===== src/rtl/spi_frame_packer.sv =====
// Packs per-channel SPI samples into fixed-length frames (magic, timestamp, samples).
// Frame length is always 4+N_CHANNELS words; short frames are padded and surplus samples dropped.
module spi_frame_packer #(
  parameter int          N_CHANNELS = 36,
  parameter logic [31:0] MAGIC      = 32'hC691_1999,
  parameter logic [15:0] PAD_WORD   = 16'h8000,
  parameter int          BUF_AW     = 4
) (
  input  logic        spi_clk,
  input  logic        reset,
  input  logic        run,
  input  logic        frame_start,
  input  logic        sample_valid,
  input  logic [15:0] sample_data,
  output logic [15:0] FIFO_DATA_STREAM,
  output logic        FIFO_DATA_STREAM_WEN,
  output logic [31:0] timestamp,
  output logic        frame_error
);
  localparam logic [7:0]      NCH  = 8'(N_CHANNELS);
  localparam logic [BUF_AW:0] PONE = (BUF_AW+1)'(1);

  typedef enum logic [2:0] {IDLE, HDR0, HDR1, TS_LO, TS_HI, SAMP, PAD} state_t;

  state_t state_q, state_d;
  logic [7:0]  acc_cnt_q, acc_cnt_d, emit_cnt_q, emit_cnt_d, cur_lim_q, cur_lim_d;
  logic        win_q, win_d, pend_q, pend_d, err_q, err_d;
  logic [31:0] ts_q, ts_d, pend_stamp_q, pend_stamp_d, cur_stamp_q, cur_stamp_d;
  logic [15:0] dout_q, dout_d;
  logic        wen_q, wen_d;
  logic [BUF_AW:0] wr_q, wr_d, rd_q, rd_d;
  logic [15:0] mem [2**BUF_AW];

  logic start_req, start_acc, start_drop, short_now, in_win, push, pop, take;
  logic empty, full, avail;
  logic [7:0]  lim_eff;
  logic [15:0] pop_data;

  assign empty    = (wr_q == rd_q);
  assign full     = (wr_q[BUF_AW] != rd_q[BUF_AW]) && (wr_q[BUF_AW-1:0] == rd_q[BUF_AW-1:0]);
  // An empty buffer forwards the sample arriving this cycle so it can leave next cycle.
  assign avail    = !empty || push;
  assign pop_data = empty ? sample_data : mem[rd_q[BUF_AW-1:0]];

  assign start_req  = frame_start && run;
  assign start_acc  = start_req && (!pend_q || state_q == IDLE);
  assign start_drop = start_req && !start_acc;
  assign short_now  = start_acc && win_q;
  assign in_win     = start_acc || win_q;
  assign push       = sample_valid && in_win && !full;
  assign take       = (state_q == IDLE) && (pend_q || start_acc);
  // A truncating start shortens the frame in flight in the same cycle, so a
  // forwarded new-frame sample can never be counted against the old frame.
  assign lim_eff    = short_now ? acc_cnt_q : cur_lim_q;

  always_comb begin : accept_path
    acc_cnt_d    = start_acc ? 8'd0 : acc_cnt_q;
    win_d        = start_acc ? 1'b1 : win_q;
    if (push) begin
      acc_cnt_d = acc_cnt_d + 8'd1;
      if (acc_cnt_d == NCH) win_d = 1'b0;
    end
    err_d        = err_q | start_drop | short_now | (sample_valid && (!in_win || full));
    ts_d         = start_acc ? ts_q + 32'd1 : ts_q;
    pend_stamp_d = start_acc ? ts_q : pend_stamp_q;
    pend_d       = pend_q;
    if (take)           pend_d = pend_q && start_acc;
    else if (start_acc) pend_d = 1'b1;
    cur_stamp_d  = cur_stamp_q;
    cur_lim_d    = cur_lim_q;
    if (take) begin
      cur_stamp_d = pend_q ? pend_stamp_q : ts_q;
      cur_lim_d   = NCH;
    end
    if (short_now) cur_lim_d = acc_cnt_q;
    wr_d = push ? wr_q + PONE : wr_q;
  end

  always_ff @(posedge spi_clk or posedge reset) begin : state_reg
    if (reset) state_q <= IDLE;
    else       state_q <= state_d;
  end

  always_comb begin : next_state
    state_d = state_q;
    case (state_q)
      IDLE:    if (take) state_d = HDR0;
      HDR0:    state_d = HDR1;
      HDR1:    state_d = TS_LO;
      TS_LO:   state_d = TS_HI;
      TS_HI:   state_d = SAMP;
      SAMP:    if (emit_cnt_q == lim_eff) state_d = (lim_eff < NCH) ? PAD : IDLE;
      PAD:     if (emit_cnt_q == NCH) state_d = IDLE;
      default: state_d = IDLE;
    endcase
  end

  // Outputs are registered, so the word is chosen for the state being entered.
  always_comb begin : emit_out
    pop    = 1'b0;
    wen_d  = 1'b0;
    dout_d = 16'h0000;
    case (state_d)
      HDR0:  begin wen_d = 1'b1; dout_d = MAGIC[15:0];        end
      HDR1:  begin wen_d = 1'b1; dout_d = MAGIC[31:16];       end
      TS_LO: begin wen_d = 1'b1; dout_d = cur_stamp_q[15:0];  end
      TS_HI: begin wen_d = 1'b1; dout_d = cur_stamp_q[31:16]; end
      SAMP:  begin
        pop    = avail && (emit_cnt_q < lim_eff);
        wen_d  = pop;
        dout_d = pop ? pop_data : 16'h0000;
      end
      PAD:   begin wen_d = 1'b1; dout_d = PAD_WORD;           end
      default: ;
    endcase
    emit_cnt_d = take ? 8'd0 : emit_cnt_q + 8'((pop || state_d == PAD) ? 1 : 0);
    rd_d       = pop ? rd_q + PONE : rd_q;
  end

  always_ff @(posedge spi_clk or posedge reset) begin : data_regs
    if (reset) begin
      acc_cnt_q <= '0; emit_cnt_q <= '0; cur_lim_q <= NCH;
      win_q <= 1'b0; pend_q <= 1'b0; err_q <= 1'b0;
      ts_q <= '0; pend_stamp_q <= '0; cur_stamp_q <= '0;
      dout_q <= '0; wen_q <= 1'b0; wr_q <= '0; rd_q <= '0;
    end else begin
      acc_cnt_q <= acc_cnt_d; emit_cnt_q <= emit_cnt_d; cur_lim_q <= cur_lim_d;
      win_q <= win_d; pend_q <= pend_d; err_q <= err_d;
      ts_q <= ts_d; pend_stamp_q <= pend_stamp_d; cur_stamp_q <= cur_stamp_d;
      dout_q <= dout_d; wen_q <= wen_d; wr_q <= wr_d; rd_q <= rd_d;
    end
  end

  always_ff @(posedge spi_clk) begin : buf_mem
    if (push) mem[wr_q[BUF_AW-1:0]] <= sample_data;
  end

  assign FIFO_DATA_STREAM     = dout_q;
  assign FIFO_DATA_STREAM_WEN = wen_q;
  assign timestamp            = ts_q;
  assign frame_error          = err_q;
endmodule


===== config.mk =====
export PLATFORM = sky130hd
export DESIGN_NAME = spi_frame_packer
export DESIGN_NICKNAME = d
export VERILOG_FILES = /design/src/rtl/spi_frame_packer.sv
export SDC_FILE = /design/constraint.sdc
export NUM_CORES = 1
export LEC_CHECK = 0
export BUFFER_PORTS_ARGS = -buffer_cell sky130_fd_sc_hd__buf_4
export CORE_ASPECT_RATIO = 0.9
export CORE_MARGIN = 2
export CORE_UTILIZATION = 30
export DETAILED_ROUTE_END_ITERATION = 8
export GPL_TIMING_DRIVEN = 0
export HOLD_SLACK_MARGIN = 0.05
export SLEW_MARGIN = 20
export SYNTH_ARGS = -nofsm -noshare
export SYNTH_HDL_FRONTEND = slang
export SYNTH_SLANG_ARGS = --single-unit

===== constraint.sdc =====
create_clock -name spi_clk -period 6.1 [get_ports spi_clk]
set_clock_uncertainty 0.1 [all_clocks]
set_input_delay 0.61 -clock spi_clk [delete_from_list [all_inputs] [get_ports spi_clk]]
set_output_delay 0.61 -clock spi_clk [all_outputs]
set_load 0.01 [all_outputs]

======== Word-level counts from Yosys, hierarchy flattened ========
Memory sizes are Yosys's and may differ from the RTL's.
Cells that the tools add are included.
operators by class
  add/subtract/negate cells ............... 5
  order comparisons ....................... 2
  eq/ne operators ......................... 18
  muxes and demuxes ....................... 25
  bitwise gates (word level) .............. 3
  reduce and logical (&&, ||, !) cells .... 26
operator list
  operator               number
  $pmux 16 s6            1
  $mux 8                 6
  $add 32x1->32 const B  1
  $mux 16                2
  $mux 32                1
  $pmux 3 s7             1
  $eq 3x3->1 const B     6
  $eq 8x6->1 const B     2
  $eq 3x2->1 const B     4
  $mux 3                 4
  $logic_and 1x1->1      11
  $add 5x1->5 const B    2
  $mux 1                 9
  $add 8x1->8            1
  $add 8x1->8 const B    1
  $eq 8x8->1             1
  $lt 8x6->1 const B     1
  $lt 8x8->1             1
  $eq 3x1->1 const B     2
  $logic_or 1x1->1       6
  $eq 5x5->1             1
  $logic_not 1->1        5
  $reduce_or 5->1        1
  $eq 4x4->1             1
  5 further kinds        8
storage, ports and cells
  flip-flop bits (word level) ............. 153
  bits in writable memories ............... 256
  input bits .............................. 21
  output and inout bits ................... 50
  word-level logic and storage cells ...... 94
  memories ................................ 1
memories
  name  depth  width  read ports  clocked after Yosys merged registers in  write ports  line  text
  mem   16     16     1           0                                        1            32    logic [15:0] mem [2**BUF_AW];

======== Logic depth before layout (Yosys ltp) ========
Gate-level depths: netlist of the first run.
  depth after elaboration ................. 15
  gate-level depth with buffers ........... 18
  mapped depth without buffers ............ 15

======== Worst setup path after synthesis of the first run ========
OpenSTA, ideal clock, no wires.
  kind .................................... reg2reg
  start point ............................. register state_q[2]
  end point ............................... register emit_cnt_q[4]
  arrival ................................. 4.043 ns
  setup slack ............................. 1.826 ns
  cell stages (with the launch flop) ...... 19
  clock period less this slack ............ 4.274 ns
  path through ............................ dfrtp_1 > buf_6 > o31a_1 > nor2_1 > clkbuf_1 > mux2i_1 > ha_1 > nor2b_1 > o211ai_1 > a21o_1 > a31oi_1 > or4b_4 > buf_6 > o211ai_1 > ha_1 > ha_1 > nand3_1 > xor2_1 > nor2_1
between the ends
  word-level cells in the longest chain between the ends .. 15
  elaborated cells between the ends (all ways) .. 33
  classes of those cells .................. add/sub (1); order compare (2); eq/ne (9); mux (9); reduce/logical (12)
RTL lines
  item                      line        text
  start: declaration        25          state_t state_q, state_d;
  start signal: assignment  81          else state_q <= state_d;
  $logic_not 3->1           46, 51, 86
  $logic_or 1x1->1          46          assign start_acc = start_req && (!pend_q || state_q == IDLE);
  $logic_and 1x1->1         46
  $logic_and 1x1->1         48          assign short_now = start_acc && win_q;
  $mux 8                    54          assign lim_eff = short_now ? acc_cnt_q : cur_lim_q;
  $lt 8x6->1                92          SAMP: if (emit_cnt_q == lim_eff) state_d = (lim_eff < NCH) ? PAD : IDLE;
  $mux 3 (2 in a row)       92
  $pmux 3 s7                86          case (state_q)
  $eq 3x3->1                103         case (state_d)
  $mux 1                    103
  $logic_or 1x1->1          116         emit_cnt_d = take ? 8'd0 : emit_cnt_q + 8'((pop || state_d == PAD) ? 1 : 0);
  $mux 1                    116
  $add 8x1->8               116
  $mux 8 (*)                116
  named net emit_cnt_d[4]   26          logic [7:0] acc_cnt_q, acc_cnt_d, emit_cnt_q, emit_cnt_d, cur_lim_q, cur_lim_d;
  end signal: assignment    127         acc_cnt_q <= acc_cnt_d; emit_cnt_q <= emit_cnt_d; cur_lim_q <= cur_lim_d;
  end: declaration          26
The timed path passes the listed nets; every way through them passes the cells marked *.
A chain may end at the register's enable or synchronous reset.

======== Final worst setup path of the first run ========
  start point ............................. register state_q[0]
  end point ............................... register emit_cnt_q[6]
Same word-level chain as after synthesis.

==> results_dict.tcl, run 1 <==
set metrics [dict create \
    run_status "finished, final reports clean" \
    synthTopCellsByCount "edfxtp_1, dfrtp_1, nand2_1" \
    worstPathCellList "buf_2 > o31a_1 > nor2_1 > clkbuf_1 > mux2i_1 > ha_1 > nand3_1 > nor3_1 > o21ai_1 > a31oi_1 > or4b_4 > buf_6 > o211ai_1 > ha_1 > ha_1 > nand3_1 > xor2_1 > nor2_1" \
    startpoint_type "register" \
    diodes 0 \
    synth_edf_count 256 \
    gp_congestion 0.805 \
    final_util_pct 35.7 \
    initial_utilization_pct 30.2 \
    tightest_slew_ps 850 \
    synth_most_common_cell "edfxtp_1" \
    slew_headroom_pct 43.3 \
    synth_top_area_share_pct 44.8 \
    clock_sinks 409 \
    core_area_um2 56800 \
    syn_inst 1145 \
    synth_area_um2 17200 \
    viasPerCell 4.84 \
    ir_drop_mv 0.254 \
    setup_viol 0 \
    yosys_register_bits 409 \
    drcViolationCount 0 \
    dpl_cell_area_um2 18900 \
    ctsResizeCount 0 \
    slowest_delay_ps 550 \
    regToRegEndpoint "emit_cnt_q[6]$_DFF_PP0_" \
    cp.arrival_ps 5400 \
    holdPathStages 3 \
    fin_hold_ws_ps 207 \
    routed_wl_um 41100 \
    hold_viol 0 \
    grt_max_degree 84 \
    grt_pass1_vias 10300 \
    fp.dieH_um 231 \
    startpoint "state_q[0]$_DFF_PP0_" \
    worst_path_most_repeated_cell "ha_1" \
    overflow 0 \
    portBuffers 70 \
    grt_use_total_pct 14.0 \
    synth_ff_type "edfxtp_1" \
    power_leakage_nw 7.62 \
    power_density_nw_per_um2 462 \
    std_cell_rows 83 \
    drive_above_1_share_pct 22.3 \
    routedWlPerCell_um 19.8 \
    timing.final.ws_setup_ps 1010 \
    clock_latency_ps 550 \
    fin_area_um2 20300 \
    syn2layout_area_growth_pct 18.1 \
    ios 71 \
    antenna_left 0 \
    firstDrtPassIters 6 \
    slowest_stage "nor3_1" \
    r2r_setup_slack_ps 1010 \
    grt_first_pass_wirelength_um 63400 \
    drv_cap 0 \
    rsz0062_at_grt "no" \
    criticalPathCategory "reg2reg" \
    synth_cell_types 58 \
    timing.rr.start "state_q[0]$_DFF_PP0_" \
    crit_end "emit_cnt_q[6]$_DFF_PP0_" \
    netlist_top_cells_area "edfxtp_1, dfrtp_1, mux4_2, mux2i_1, nand2_1" \
    cpLargestDelayFamily "simple AND/OR/NAND/NOR gates" \
    syn-num-nets 1182 \
    min_period_ps 5090 \
    fin_crit_sh_pct 83.5 \
    path_buf_inv 3 \
    drv_slew 0 \
    dp_hpwl_um 28300 \
    clk_pin_slew_ps 60 \
    root_buffer "clkbuf_16" \
    htreeDepth 2 \
    hold_start "sample_valid" \
    required_ps 6410 \
    numCtsBuffers 42 \
    drt_iter0_markers 814 \
    synth-seq-area-share_pct 67.1 \
    yosysTopAreaCell "edfxtp_1" \
    post_cts_buffers 0 \
    antenna_found_initial 2 \
    r2r_cells 18 \
    hold_path.class "in2reg" \
    cts_hold_buf 1 \
    critPathMaxFanout 10 \
    synth_warnings 0 \
    async_flop_share_pct 37.4 \
    cp_num_cells 18 \
    vias 10000 \
    die_area_um2 59100 \
    dp_slack_ps 1070 \
    syn_avg_cell_area_um2 15.0 \
    fmax_mhz 196 \
    cp-end-kind "register" \
    nets 1312 \
    die_w_um 256 \
    cts_tree "yes" \
    clockBufferDepth 3 \
]
[routing by layer]
layer	part of all wire, %	track usage [%]	up-vias
met1	46	19.8	5183
met5	0	0	-
met3	4.8	2.35	50
li1	-	-	4562
met2	47	22.5	235
met4	1.6	3.18	0
[logic make-up (layout without fill, tap and decap cells)]
kind of cell / Yosys count / after routing / share of synthesized area [%]
xor gates and xnor gates: 57 / 57 / 2.91
DFF: 409 / 409 / 67.1
adders and majority gates: 16 / 16 / 1.17
muxes: 146 / 146 / 13.5
AOI/OAI and AO/OA: 125 / 125 / 4.87
buffers and inverters: 72 / 235 / 1.87
and+or+nand+nor: 320 / 320 / 8.50
[flip-flops by register name, summed over array words and instances, names as in the netlist]
| register | count |
|---|---|
| rd_q | 5 |
| mem | 256 |
| FIFO_DATA_STREAM | 16 |
| pend_q | 1 |
| win_q | 1 |
| cur_lim_q | 8 |
| wr_q | 5 |
| emit_cnt_q | 8 |
| FIFO_DATA_STREAM_WEN | 1 |
| acc_cnt_q | 8 |
| state_q | 3 |
| cur_stamp_q | 32 |
| timestamp | 32 |
| frame_error | 1 |
| pend_stamp_q | 32 |
[through the flow]
| step | cells | setup TNS [ps] | power (W) |
|---|---|---|---|
| after global placement | 1980 | -76520 | 0.00679 |
| after global routing | 2073 | 0 | 0.00986 |
| after floorplan | 1145 | 0 | 0.00580 |
| final | 2073 | 0 | 0.00935 |
| after CTS | 2073 | 0 | 0.00945 |
| after detailed placement | 1995 | 0 | 0.00690 |
[report_power, final]
group / internal [W] / leakage (nW) / switching (W)
registers: 0.00343 / 4.28 / 0.000264
clock network: 0.00146 / 0.668 / 0.00107
logic: 0.00133 / 2.68 / 0.00180
total: 0.00621 / 7.62 / 0.00314
[worst min-delay path: cells and delay by family]
family,cells,cell delay (ps)
buffers and inverters,1,100
AND/OR/NAND/NOR,2,120
[layout make-up]
type                       instances  area, um^2
clock buffer                      64        1240
sequential                       409       11500
multi-input combinational        664        5400
tap                              765         957
inverter                          10        45.0
clock inverter                    13         114
buffer                            62         284
timing repair buffer              86         694
fill                            5450       36600
[layout by cell type, fill, tap and decap left out, drive strengths merged, types with 15 or more instances in the layout]
cell,Yosys,layout
xnor2,33,33
edfxtp,256,256
and2,19,19
o21ai,17,17
nand3,20,20
mux2i,55,55
dfrtp,151,151
o22ai,15,15
ha,16,16
buf,29,114
o31ai,15,15
mux4,66,66
clkbuf,33,97
a21oi,44,44
nand2,140,140
mux2,25,25
xor2,24,24
nand4,19,19
nor2,81,81
[worst min-delay path by stage]
stage / end
global route: frame_error$_DFF_PP0_
global placement: pend_stamp_q[13]$_DFFE_PP0P_
floorplan: pend_stamp_q[29]$_DFFE_PP0P_
finish: frame_error$_DFF_PP0_
detailed placement: pend_stamp_q[11]$_DFFE_PP0P_
CTS: frame_error$_DFF_PP0_
(Power assumes the default switching activity.)
==> run 2: changes to the inputs <==
ABC_AREA = 1   (was not set)
clock period = 4.85 ns   (was 6.1 ns; I/O delays follow)
==> run 2 against run 1 <==
Cell area is 2.9% higher. Largest cell class unchanged. Core utilization is 0.19 points higher. First-iteration DRC count is 65% higher.
==> results_dict.tcl, run 2 <==
set metrics [dict create \
    power_density_nw_per_um2 618 \
    synth_area_um2 17600 \
    drcViolationCount 0 \
    clk_pin_slew_ps 60 \
    clock_sinks 409 \
    syn2layout_area_growth_pct 18.6 \
    hold_viol 0 \
    multiInputGateArea_um2 5420 \
    ir_drop_mv 0.310 \
    startpoint_type "register" \
    synth_ff_type "edfxtp_1" \
    n_fill_cell 5694 \
    drv_cap 0 \
    syn_inst 1645 \
    syn_avg_cell_area_um2 10.7 \
    cp.arrival_ps 4260 \
    initial_utilization_pct 30.2 \
    routed_wl_um 51300 \
    clockBufferDepth 3 \
    viasPerCell 5.00 \
    synth_cell_types 51 \
    core_area_um2 58100 \
    fin_crit_sh_pct 80.7 \
    power_leakage_nw 8.32 \
    drv_slew 0 \
    drive_above_1_share_pct 13.3 \
    layout.area.seq_um2 11500 \
    dp_hpwl_um 35100 \
    p_int_w 0.00790 \
    p_comb_share_pct 34.7 \
    setup_viol 0 \
    fp.dieH_um 234 \
    std_cell_rows 84 \
    switching_share_pct 38.6 \
    synthTopCellsByCount "nand2_1, edfxtp_1, dfrtp_1" \
    final_cell_mix "nand2_1, edfxtp_1, dfrtp_1, nand3_1, nor2_1" \
    grt_pass1_vias 12700 \
    run_status "finished, final reports clean" \
    yosys_register_bits 409 \
    power_frac_clock_pct 27.8 \
    numCtsBuffers 44 \
    die_w_um 259 \
    grt_max_degree 86 \
    portBuffers 70 \
    hold_path.class "in2reg" \
    min_period_ps 3920 \
    synth_warnings 0 \
    final_common_cell "nand2_1" \
    seq_power_share_pct 37.6 \
    fin_hold_ws_ps 146 \
    slew_headroom_pct 36.1 \
    htreeDepth 2 \
    grt_first_pass_wirelength_um 77100 \
    drt_iter0_markers 1344 \
    antenna_found_initial 0 \
    timing.final.ws_setup_ps 934 \
    grt_use_total_pct 16.9 \
    die_area_um2 60500 \
    synth_most_common_cell "nand2_1" \
    cts_tree "yes" \
    gp_congestion 0.882 \
    fmax_mhz 255 \
    criticalPathCategory "reg2reg" \
    synth-seq-area-share_pct 65.6 \
    critPathMaxFanout 10 \
    netlist_top_cells_area "edfxtp_1, dfrtp_1, nand2_1, nand3_1, a21oi_1" \
    firstDrtPassIters 5 \
    rsz0062_at_grt "no" \
    p_switching_w 0.00497 \
    antenna_left 0 \
    routedWlPerCell_um 19.8 \
    clock_latency_ps 580 \
    overflow 0 \
    yosysTopAreaCell "edfxtp_1" \
    diodes 0 \
    root_buffer "clkbuf_16" \
    dp_slack_ps 694 \
    vias 12900 \
    cp-end-kind "register" \
    setup_tns_ps 0 \
    ctsResizeCount 0 \
    tightest_slew_ps 946 \
    largest_reg_flops 256 \
    required_ps 5190 \
    nets 1812 \
    ios 71 \
    synth_edf_count 256 \
    synth_top_area_share_pct 43.8 \
    syn-num-nets 1682 \
    async_flop_share_pct 37.4 \
]
[run 2: cell count changes after synthesis, moves of 21 or more]
cell / delta
a21oi_1: +34
a22oi_1: +21
a31oi_1: +25
inv_1: +72
mux2_2: -24
mux2i_1: -55
mux4_2: -66
nand2_1: +337
nand3_1: +73
o21ai_0: +55
xnor2_1: -28
[run 2: final cells by class]
cell class	instances	share of cell area [%]
Multi-Input combinational cell	1065	26.0
Tap cell	774	4.65
Sequential cell	409	55.3
Inverter	93	1.74
Buffer	78	1.68
Clock buffer	59	5.90
Clock inverter	21	1.42
Timing Repair Buffer	84	3.31
[run 2: logic make-up (layout without fill, tap and decap cells)]
| logic type | Yosys count | in the layout | share of synthesized area (%) |
|---|---|---|---|
| simple gates | 753 | 753 | 18.3 |
| buf+inv | 171 | 335 | 4.00 |
| xor+xnor | 43 | 43 | 2.14 |
| flops | 409 | 409 | 65.6 |
| compound gates | 253 | 253 | 8.85 |
| fa+ha+maj | 16 | 16 | 1.14 |
[run 2: worst max-delay path, cell delays in order (launching register included)]
cell and delay [ps]:
dfrtp_1 430, nor2_2 130, nand2_2 100, nand2_4 130, nand3_4 110, inv_1 180, nand2_1 80, o21ai_0 150
inv_1 80, ha_1 320, nand3_1 80, inv_1 130, nand2_1 70, nor3_1 180, nand3_2 130, nand2_1 100
nand2_2 90, nand2_4 170, nand3_1 120, ha_1 210, ha_1 190, nand2_1 60, inv_1 50, nand2_1 110
nor2_1 50, a21oi_1 140, nor3_1 70
[run 2: path summary, 6_finish.rpt]
path,start,depth (start not counted),endpoint,slack [ps]
setup / recovery,state_q[1]$_DFF_PP0_,26,emit_cnt_q[6]$_DFF_PP0_,930
hold / removal,sample_data[14],1,mem[7][14]$_DFFE_PP_,150
setup reg to reg,state_q[1]$_DFF_PP0_,26,emit_cnt_q[6]$_DFF_PP0_,930
hold reg to reg,frame_error$_DFF_PP0_,2,frame_error$_DFF_PP0_,380
max in group asynchronous,reset,4,cur_lim_q[2]$_DFFE_PP1P_,3410
min in group asynchronous,reset,3,rd_q[3]$_DFFE_PP0P_,440
[run 2: timing repair]
| item | 4_1_cts | 5_1_grt |
|---|---|---|
| endpoints found under the hold margin | 68 | 0 |
| setup buffers | 0 | 0 |
| hold buffers | 2 | 0 |
[run 2: metrics by stage]
step	cell area [um^2]	power (W)	cells	util (%)
global route	20800	0.0136	2583	35.8
floorplan	17600	0.00748	1645	-
detailed placement	19300	0.00929	2501	33.2
CTS	20800	0.0129	2583	35.8
finish	20800	0.0129	2583	35.8
global placement	19100	0.00913	2489	32.8
[run 2: power by group through the flow]
stage / Combinational (W) / Clock [W] / Sequential (W)
6_report: 0.00446 / 0.00357 / 0.00483
5_1_grt: 0.00493 / 0.00375 / 0.00489
4_1_cts: 0.00442 / 0.00363 / 0.00483
3_5_place_dp: 0.00441 / 0 / 0.00488
3_3_place_gp: 0.00425 / 0 / 0.00488
2_1_floorplan: 0.00275 / 0 / 0.00474
[run 2: layer usage]
metal	wire [um]	vias up	GRT usage, %
met5	0	-	0
met1	21800	6287	22.5
met2	23100	571	26.5
li1	-	5953	-
met4	1490	0	5.94
met3	4890	100	4.58
==> run 3: changes to the inputs <==
clock period = 4.1 ns   (was 4.85 ns; I/O delays follow)
==> run 3 against run 2 <==
Via count is 0.84% higher. Final cell count rose by 0.46%. Cell area is 0.14% higher. Routed wire length shrank 0.86%. Power increased by 16%. Flip-flop and latch count is the same. Non-clock buffer count is 11 higher. Maximum frequency grew 4.6%. Global-route usage decreased by 0.077 points. Sequential share of layout area shrank 0.064 points.
==> results_dict.tcl, run 3 (synthesized netlist as in run 2, its figures left out) <==
set metrics [dict create \
    run_status "finished, final reports clean" \
    setup_tns_ps 0 \
    power_density_nw_per_um2 716 \
    numCtsBuffers 44 \
    drcViolationCount 0 \
    std_cell_rows 84 \
    grt.met3_usage_pct 2.96 \
    holdPathStages 3 \
    grt_max_degree 34 \
    initial_utilization_pct 30.2 \
    routed_wl_um 50800 \
    viasPerCell 5.02 \
    root_buffer "clkbuf_16" \
    power_w 0.0149 \
    final_cell_mix "nand2_1, edfxtp_1, dfrtp_1, nand3_1, nor2_1" \
    diodes 0 \
    die_w_um 259 \
    cts_tree "yes" \
    syn2layout_area_growth_pct 18.7 \
    required_ps 4440 \
    vias 13000 \
    cp-end-kind "register" \
    slew_headroom_pct 45.0 \
    clock_latency_ps 580 \
    criticalPathCategory "reg2reg" \
    fin_hold_ws_ps 86.8 \
    core_area_um2 58100 \
    grt_first_pass_wirelength_um 77200 \
    cp.arrival_ps 4090 \
    drive_above_1_share_pct 14.1 \
    drv_slew 0 \
    setup_viol 0 \
    firstDrtPassIters 5 \
    r2r_setup_slack_ps 350 \
    hold_path.class "in2reg" \
    clock_sinks 409 \
    layout.area.seq_um2 11500 \
    portBuffers 70 \
    use_met1_pct 23.3 \
    gp_congestion 0.847 \
    drt_iter0_markers 1285 \
    min_to "pend_q$_DFFE_PP0P_" \
    final_common_cell "nand2_1" \
    overflow 0 \
    r2r_cells 26 \
    stdcell_count 2595 \
    clk_pin_slew_ps 60 \
    antenna_left 0 \
    power_leakage_nw 8.34 \
    n_fill_cell 5740 \
    fmax_mhz 267 \
    grt_pass1_vias 12700 \
    multiInputGateArea_um2 5420 \
    ios 71 \
    rsz0062_at_grt "no" \
    htreeDepth 2 \
    ir_drop_mv 0.278 \
    grt.met2_usage_pct 26.7 \
    routedWlPerCell_um 19.6 \
    startpoint_type "register" \
    top_usage_layer "met2" \
    clockBufferDepth 3 \
    hold_viol 0 \
    dp_hpwl_um 35500 \
    critPathMaxFanout 10 \
    regToRegEndpoint "emit_cnt_q[6]$_DFF_PP0_" \
    fin_area_um2 20900 \
    antenna_found_initial 0 \
    largest_reg_flops 256 \
    min_period_ps 3750 \
    nets 1823 \
    grt_use_total_pct 16.8 \
    hold_start "run" \
    tightest_slew_ps 825 \
    fp.dieH_um 234 \
    die_area_um2 60500 \
    dpl_cell_area_um2 19400 \
    timing.rr.start "state_q[2]$_DFF_PP0_" \
    drv_cap 0 \
    dp.cells 2506 \
    fin_crit_sh_pct 91.3 \
]
-- run 3: report_power, final --
group	total (W)	internal (W)	leakage, nW	switching, W
registers	0.00571	0.00519	4.14	0.000523
logic	0.00531	0.00164	3.50	0.00367
clock network	0.00392	0.00225	0.706	0.00167
total	0.0149	0.00907	8.34	0.00587
-- run 3: final cells by class --
type,instances,share of cell area [%]
clock buffer,55,5.67
timing repair buffer,95,3.98
sequential,409,55.2
inverter,93,1.73
multi-input combinational,1065,26.0
clock inverter,26,1.09
tap,774,4.64
buffer,78,1.67
-- run 3: layer usage --
| metal | vias to the layer above | wire length [um] |
|---|---|---|
| met4 | 0 | 1300 |
| met1 | 6415 | 22500 |
| met3 | 89 | 3970 |
| li1 | 5969 | - |
| met5 | - | 0 |
| met2 | 547 | 23100 |
-- run 3: stage by stage --
step | setup WS [ps] | utilization [%]
global placement | -333 | 32.8
global route | 8.20 | 35.9
floorplan | 739 | -
finish | 355 | 35.9
CTS | 158 | 35.8
detailed placement | 28.0 | 33.3
-- run 3: how the worst max path moves through the flow --
stage,from,to,slack (ps)
floorplan,state_q[1]$_DFF_PP0_,emit_cnt_q[6]$_DFF_PP0_,740
global placement,frame_start,mem[3][5]$_DFFE_PP_,-330
detailed placement,frame_start,emit_cnt_q[6]$_DFF_PP0_,30
CTS,state_q[1]$_DFF_PP0_,emit_cnt_q[6]$_DFF_PP0_,160
global route,state_q[2]$_DFF_PP0_,emit_cnt_q[6]$_DFF_PP0_,8
finish,state_q[2]$_DFF_PP0_,emit_cnt_q[6]$_DFF_PP0_,350
-- run 3: critical path: stages, from the launching register on --
cell and delay, ps:
dfrtp_2 440, inv_2 100, nand2_2 100, nand2_4 130, nand3_4 110, clkinvlp_4 150, nand2_1 80, o21ai_2 90
inv_1 60, ha_1 310, nand3_1 80, inv_1 130, nand2_1 70, nor3_1 170, nand3_2 130, nand2_1 100
nand2_2 110, nand2_8 150, nand3_1 110, ha_1 210, ha_1 190, nand2_1 70, inv_1 50, nand2_1 110
nor2_1 50, a21oi_1 130, nor3_1 70
-- run 3: what timing repair did --
| action | in CTS | in global routing |
|---|---|---|
| hold buffers | 4 | 0 |
| setup buffers | 0 | 4 |
| setup endpoints to repair | 0 | 3 |
| gates resized for setup | 0 | 6 |
| endpoints found under the hold margin | 50 | 0 |
